===== config.mk =====
export PLATFORM = sky130hd
export DESIGN_NAME = sram_1rw_ctrl_flat
export DESIGN_NICKNAME = d
export VERILOG_FILES = /design/src/rtl/sram_1rw_ctrl_if.sv /design/src/rtl/sram_1rw_ctrl.sv /design/src/flat_wrapper.sv
export SDC_FILE = /design/constraint.sdc
export NUM_CORES = 1
export LEC_CHECK = 0
export BUFFER_PORTS_ARGS = -buffer_cell sky130_fd_sc_hd__buf_4
export CAP_MARGIN = 20
export CELL_PAD_IN_SITES_DETAIL_PLACEMENT = 1
export CELL_PAD_IN_SITES_GLOBAL_PLACEMENT = 2
export CORE_AREA = 2 2 45 78
export CTS_BUF_LIST = sky130_fd_sc_hd__clkbuf_4 sky130_fd_sc_hd__clkbuf_8 sky130_fd_sc_hd__clkbuf_16
export CTS_CLUSTER_DIAMETER = 60
export DETAILED_ROUTE_END_ITERATION = 12
export DIE_AREA = 0 0 47 80
export PLACE_DENSITY_LB_ADDON = 0.1
export SKIP_CTS_REPAIR_TIMING = 1
export SYNTH_ARGS = -nofsm -noshare
export SYNTH_HDL_FRONTEND = slang
export SYNTH_SLANG_ARGS = --single-unit

===== constraint.sdc =====
create_clock -name clk0 -period 4.2 [get_ports clk0]
set_input_delay 0.84 -clock clk0 [delete_from_list [all_inputs] [get_ports clk0]]
set_output_delay 0.84 -clock clk0 [all_outputs]
set_load 0.005 [all_outputs]

===== src/rtl/sram_1rw_ctrl_if.sv =====
// rtl/sram_1rw_ctrl_if.sv - request/response stream bundle between fabric and sram_1rw_ctrl
//
// Request stream (master -> slave): req_valid, req_we, req_addr, req_wdata; req_ready back.
// Response stream (slave -> master): rsp_valid, rsp_rdata; rsp_ready back.
// master = fabric side, slave = controller side.
interface sram_1rw_ctrl_if #(
    parameter int DATA_WIDTH = 2,
    parameter int ADDR_WIDTH = 5
);
    logic                  req_valid;
    logic                  req_ready;
    logic                  req_we;
    logic [ADDR_WIDTH-1:0] req_addr;
    logic [DATA_WIDTH-1:0] req_wdata;
    logic                  rsp_valid;
    logic                  rsp_ready;
    logic [DATA_WIDTH-1:0] rsp_rdata;

    modport master (
        output req_valid, req_we, req_addr, req_wdata, rsp_ready,
        input  req_ready, rsp_valid, rsp_rdata
    );

    modport slave (
        input  req_valid, req_we, req_addr, req_wdata, rsp_ready,
        output req_ready, rsp_valid, rsp_rdata
    );
endinterface


===== src/rtl/sram_1rw_ctrl.sv =====
// rtl/sram_1rw_ctrl.sv - host-side initiator for a single-port OpenRAM 1rw macro
//
// Ports:
//   clk0, rstb0      clock shared with the macro; asynchronous active-low reset
//   bus (slave)      request stream in, read-response stream out
//   init_busy        memory clear in progress (0 when SRAM_CTRL_INIT_EN is undefined)
//   csb0/web0/addr0/din0  registered macro controls, dout0 macro read data
//
// Optional macro SRAM_CTRL_INIT_EN: after reset, clear every word to 0 before
// accepting requests.
module sram_1rw_ctrl #(
    parameter int DATA_WIDTH = 2,
    parameter int ADDR_WIDTH = 5,
    parameter int RSP_DEPTH  = 4
) (
    input  logic                  clk0,
    input  logic                  rstb0,
    sram_1rw_ctrl_if.slave        bus,
    output logic                  init_busy,
    output logic                  csb0,
    output logic                  web0,
    output logic [ADDR_WIDTH-1:0] addr0,
    output logic [DATA_WIDTH-1:0] din0,
    input  logic [DATA_WIDTH-1:0] dout0
);
    localparam int PTR_W = $clog2(RSP_DEPTH);
    localparam int CNT_W = PTR_W + 1;
    localparam int CRD_W = PTR_W + 2;

    logic                  in_init;
    logic [ADDR_WIDTH-1:0] init_addr;

    logic                  accept;
    logic                  s1;
    logic                  s2;
    logic                  push;
    logic                  pop;
    logic [CRD_W-1:0]      credits;

    logic [DATA_WIDTH-1:0] buf_mem [RSP_DEPTH];
    logic [PTR_W-1:0]      wr_ptr;
    logic [PTR_W-1:0]      rd_ptr;
    logic [CNT_W-1:0]      count;

    logic                  csb_n;
    logic                  web_n;
    logic [ADDR_WIDTH-1:0] addr_n;
    logic [DATA_WIDTH-1:0] din_n;

`ifdef SRAM_CTRL_INIT_EN
    localparam int RAM_DEPTH = 1 << ADDR_WIDTH;

    typedef enum logic {
        ST_INIT = 1'b0,
        ST_RUN  = 1'b1
    } state_t;

    state_t                state;
    state_t                state_n;
    logic [ADDR_WIDTH-1:0] init_cnt;
    logic [ADDR_WIDTH-1:0] init_cnt_n;

    always_ff @(posedge clk0 or negedge rstb0) begin
        if (!rstb0) begin
            state    <= ST_INIT;
            init_cnt <= '0;
        end else begin
            state    <= state_n;
            init_cnt <= init_cnt_n;
        end
    end

    // One clear write per cycle; leave INIT once the last address has been issued.
    always_comb begin
        state_n    = state;
        init_cnt_n = init_cnt;
        if (state == ST_INIT) begin
            init_cnt_n = init_cnt + 1'b1;
            if (init_cnt == ADDR_WIDTH'(RAM_DEPTH - 1)) begin
                state_n = ST_RUN;
            end
        end
    end

    assign in_init   = (state == ST_INIT);
    assign init_addr = init_cnt;
`else
    assign in_init   = 1'b0;
    assign init_addr = '0;
`endif

    assign init_busy = in_init;

    // Every in-flight read already owns a buffer slot, so the buffer can never
    // overflow. A pop in the same cycle is deliberately not credited.
    assign credits       = CRD_W'(s1) + CRD_W'(s2) + CRD_W'(count);
    assign bus.req_ready = !in_init && (credits < CRD_W'(RSP_DEPTH));
    assign accept        = bus.req_valid && bus.req_ready;

    assign bus.rsp_valid = (count != '0);
    assign bus.rsp_rdata = bus.rsp_valid ? buf_mem[rd_ptr] : '0;

    // s2 marks a read the macro sampled last edge; dout0 is valid now and
    // must be taken at this edge before it decays.
    assign push = s2;
    assign pop  = bus.rsp_valid && bus.rsp_ready;

    always_comb begin
        csb_n  = 1'b1;
        web_n  = 1'b1;
        addr_n = addr0;
        din_n  = din0;
        if (in_init) begin
            csb_n  = 1'b0;
            web_n  = 1'b0;
            addr_n = init_addr;
            din_n  = '0;
        end else if (accept) begin
            csb_n  = 1'b0;
            web_n  = !bus.req_we;
            addr_n = bus.req_addr;
            din_n  = bus.req_wdata;
        end
    end

    always_ff @(posedge clk0 or negedge rstb0) begin
        if (!rstb0) begin
            csb0  <= 1'b1;
            web0  <= 1'b1;
            addr0 <= '0;
            din0  <= '0;
        end else begin
            csb0  <= csb_n;
            web0  <= web_n;
            addr0 <= addr_n;
            din0  <= din_n;
        end
    end

    always_ff @(posedge clk0 or negedge rstb0) begin
        if (!rstb0) begin
            s1 <= 1'b0;
            s2 <= 1'b0;
        end else begin
            s1 <= accept && !bus.req_we;
            s2 <= s1;
        end
    end

    always_ff @(posedge clk0 or negedge rstb0) begin
        if (!rstb0) begin
            wr_ptr <= '0;
            rd_ptr <= '0;
            count  <= '0;
        end else begin
            if (push) begin
                wr_ptr <= wr_ptr + 1'b1;
            end
            if (pop) begin
                rd_ptr <= rd_ptr + 1'b1;
            end
            if (push && !pop) begin
                count <= count + 1'b1;
            end else if (pop && !push) begin
                count <= count - 1'b1;
            end
        end
    end

    // Storage needs no reset: entries are only visible while count covers them.
    always_ff @(posedge clk0) begin
        if (push) begin
            buf_mem[wr_ptr] <= dout0;
        end
    end
endmodule

===== src/flat_wrapper.sv =====
// flat-port wrapper written by rule: the top's interface ports become plain ports
module sram_1rw_ctrl_flat 
#(
    parameter int DATA_WIDTH = 2,
    parameter int ADDR_WIDTH = 5,
    parameter int RSP_DEPTH  = 4
)
  (clk0, rstb0, init_busy, csb0, web0, addr0, din0, dout0, bus_req_valid, bus_req_we, bus_req_addr, bus_req_wdata, bus_rsp_ready, bus_req_ready, bus_rsp_valid, bus_rsp_rdata);
  sram_1rw_ctrl_if #(.DATA_WIDTH(DATA_WIDTH), .ADDR_WIDTH(ADDR_WIDTH)) bus_i ();
  input  logic clk0;
  input  logic rstb0;
  output logic init_busy;
  output logic csb0;
  output logic web0;
  output logic [ADDR_WIDTH-1:0] addr0;
  output logic [DATA_WIDTH-1:0] din0;
  input  logic [DATA_WIDTH-1:0] dout0;
  input wire logic [$bits(bus_i.req_valid)-1:0] bus_req_valid;
  input wire logic [$bits(bus_i.req_we)-1:0] bus_req_we;
  input wire logic [$bits(bus_i.req_addr)-1:0] bus_req_addr;
  input wire logic [$bits(bus_i.req_wdata)-1:0] bus_req_wdata;
  input wire logic [$bits(bus_i.rsp_ready)-1:0] bus_rsp_ready;
  output wire logic [$bits(bus_i.req_ready)-1:0] bus_req_ready;
  output wire logic [$bits(bus_i.rsp_valid)-1:0] bus_rsp_valid;
  output wire logic [$bits(bus_i.rsp_rdata)-1:0] bus_rsp_rdata;
  assign bus_i.req_valid = bus_req_valid;
  assign bus_i.req_we = bus_req_we;
  assign bus_i.req_addr = bus_req_addr;
  assign bus_i.req_wdata = bus_req_wdata;
  assign bus_i.rsp_ready = bus_rsp_ready;
  assign bus_req_ready = bus_i.req_ready;
  assign bus_rsp_valid = bus_i.rsp_valid;
  assign bus_rsp_rdata = bus_i.rsp_rdata;
  sram_1rw_ctrl #(.DATA_WIDTH(DATA_WIDTH), .ADDR_WIDTH(ADDR_WIDTH), .RSP_DEPTH(RSP_DEPTH)) u_core (.clk0(clk0), .rstb0(rstb0), .bus(bus_i), .init_busy(init_busy), .csb0(csb0), .web0(web0), .addr0(addr0), .din0(din0), .dout0(dout0));
endmodule

==> summary.txt <==
Clocking
  • Clock tree sinks: 26
  • Clk buf depth: 2
  • Worst skew pair latency: 0.27 ns
  • Clock-pin transition on the worst setup and hold timing paths: 0.09 ns
  • TritonCTS buffer count: 3
  • H-tree depth: 1
  • Clk root buf: clkbuf_8
  • TritonCTS clock tree: yes

Yosys
  • EDFF count, synth: 8
  • Top FF cell, synth: dfrtp_1
  • Sequential fraction of the synthesis area: 61.6%
  • Post-Syn Area: 1130 sq um
  • Cell taking the most area after synthesis: dfrtp_1
  • Mapped Nets: 94
  • Synth cell count leaders: dfrtp_1, edfxtp_1, mux2_2
  • Syn. warnings: 0
  • Count leader, synth: dfrtp_1
  • Post-synth top area share: 35.6%
  • Post-synth ARST share: 69.2%
  • Synth Instances: 72
  • Netlist cell types: 21
  • Mapped Avg Cell Area: 15.6 sq um
  • Flops & latches, synth: 26
  • Leading post-synthesis cells by cell area: dfrtp_1, edfxtp_1, mux2_2, ha_1, dfstp_2

Critical path
  • CP Max Fanout: 9
  • Startpoint types: flop
  • CP Capture Type: output port
  • Critical Path RT: 3.36 ns
  • Worst EP arrival: 1.86 ns
  • Critical setup path kind: reg -> out

Detailed routing
  • Drt pass-1 iters: 3
  • Via count: 649
  • # DRC: 0
  • Antenna viol nets, final: 0
  • Drt wl/cell: 13.6 um
  • DR vias/cell: 4.54
  • Uppermost routed layer: met4
  • DR iter-0 viols: 3
  • Metal1 wirelength: 682 um
  • Final WL: 1940 um
  • Met2 WL post-DR: 1120 um
  • Met3 WL post-DR: 83 um

Pwr
  • Power Dens Cells: 651 nW/um^2
  • Leakage power: 0.625 nW
  • Sequential Power Share: 46.0%
  • Worst VDD drop: 271 uV
  • Comb power frac: 36.5%
  • Cell Int Power: 0.645 mW
  • Clock power share: 17.4%
  • Switching power: 0.279 mW
  • Sw Ratio: 30.2%

STA
  • Achievable Freq: 371 MHz
  • Final setup vio count: 0
  • Final Skew: 0.00741 ns
  • Final period utilization: 64.3%
  • Max Slew Vio Count: 0
  • RSZ-0062 raised after global routing: no
  • Fin. Hold Viols: 0
  • Minimum clock period: 2.70 ns
  • Final worst-path setup slack: 1.50 ns
  • Setup TNS: 0 ns

Cells and area
  • Share of layout cells above drive strength 1: 44.0%
  • Layout Area Growth over Synthesis: 26.0%
  • Nets: 123
  • Antenna Cells: 0

Die
  • Row count: 27
  • Initial Util: 36.2%
  • Die height: 80 um
  • CORE AREA: 3110 sq um
  • Die area: 3760 sq um
  • Die X: 47 um
  • Num ports: 28

Global route
  • Antenna violations before repair: 0
  • Global-route usage over all layers: 12.2%
  • Pin count of the biggest net entering global routing: 19
  • Via count of the first global-routing pass: 726
  • First-pass GRT wire length: 3130 um
  • GRT overflow: 0

Placed design
  • Pre-CTS setup slack: 1.80 ns
  • Routability cong.: 0.672
  • Port Buffer Count: 26
  • Hpwl dp: 1520 um

Worst hold path
  • Hold Path Class: reg -> reg

Flow run
  • Max-cap violation count: 0

Run status
  • Status: finished, final reports clean
==> metrics by stage <==
stage	cell area (sq um)	util (%)	power, mW	cells	hold WS (ns)
6_report	1420	45.7	0.923	143	0.390
5_1_grt	1420	45.7	0.998	143	0.404
4_1_cts	1420	45.7	0.947	143	0.398
3_5_place_dp	1360	43.9	0.780	139	0.376
3_3_place_gp	1360	43.9	0.766	139	0.362
2_1_floorplan	1130	-	0.621	72	0.357
==> power groups by stage <==
stage          registers (mW)  clock network [mW]  logic [mW]
4_1_cts                 0.428               0.170       0.349
2_1_floorplan           0.418                   0       0.202
5_1_grt                 0.439               0.180       0.378
3_3_place_gp            0.429                   0       0.336
6_report                0.425               0.161       0.337
3_5_place_dp            0.434                   0       0.346
==> state kept, by name (all words and copies together), names as in the netlist, 2 cells and up <==
signal and cells:
u_core.addr0 5, u_core.buf_mem 8, u_core.rd_ptr 2, u_core.wr_ptr 2, u_core.din0 2, u_core.count 3
==> logic make-up after synthesis <==
family	synth area share (%)
compound gates	2.78
xor+xnor	4.67
fa+ha+maj	9.56
buf+inv	2.00
flops	61.6
mux	12.0
other cells	0.333
simple gates	7.11
==> placed cells by master, fill, tap and decap left out, types with 3 or more instances in the layout <==
master | Yosys | routed
and2_1 | 6 | 6
buf_4 | 1 | 26
clkbuf_8 | 0 | 4
dfrtp_1 | 16 | 16
edfxtp_1 | 8 | 8
ha_1 | 7 | 7
inv_1 | 3 | 3
mux2_2 | 8 | 8
xnor2_1 | 3 | 3
xor2_1 | 3 | 3
==> worst max-delay path, stage by stage, from the launching register on <==
cell and delay (ns):
dfrtp_1 0.48, ha_1 0.24, ha_1 0.30, a311oi_4 0.39, buf_4 0.18
==> layer usage <==
layer	GRT usage, %	up-vias
met5	0	-
met4	6.67	0
met3	2.04	5
met2	21.5	21
met1	12.7	323
li1	-	300
==> area by class of cell <==
cell class              instances  area, sq um
clock buffers                   4         55.1
fillers                       352         1690
inverters                       3         11.3
multi-input cells              41          410
flip-flops and latches         26          693
well taps                      43         53.8
repair buffers                 26          195
==> worst paths after layout <==
path                                              from                           end  slack, ns  cells past startpoint
min in group asynchronous                        rstb0  u_core.wr_ptr[0]$_DFFE_PN0P_       0.42                      1
setup reg to reg           u_core.count[0]$_DFFE_PN0P_   u_core.count[2]$_DFFE_PN0P_       2.00                      8
hold reg to reg                    u_core.s1$_DFF_PN0_         u_core.push$_DFF_PN0_       0.39                      0
hold / removal                     u_core.s1$_DFF_PN0_         u_core.push$_DFF_PN0_       0.39                      0
setup / recovery                 u_core.push$_DFF_PN0_                 bus_req_ready       1.50                      4
max in group asynchronous                        rstb0         u_core.csb0$_DFF_PN1_       3.52                      1
No activity file was read; power rests on OpenSTA's default activity.
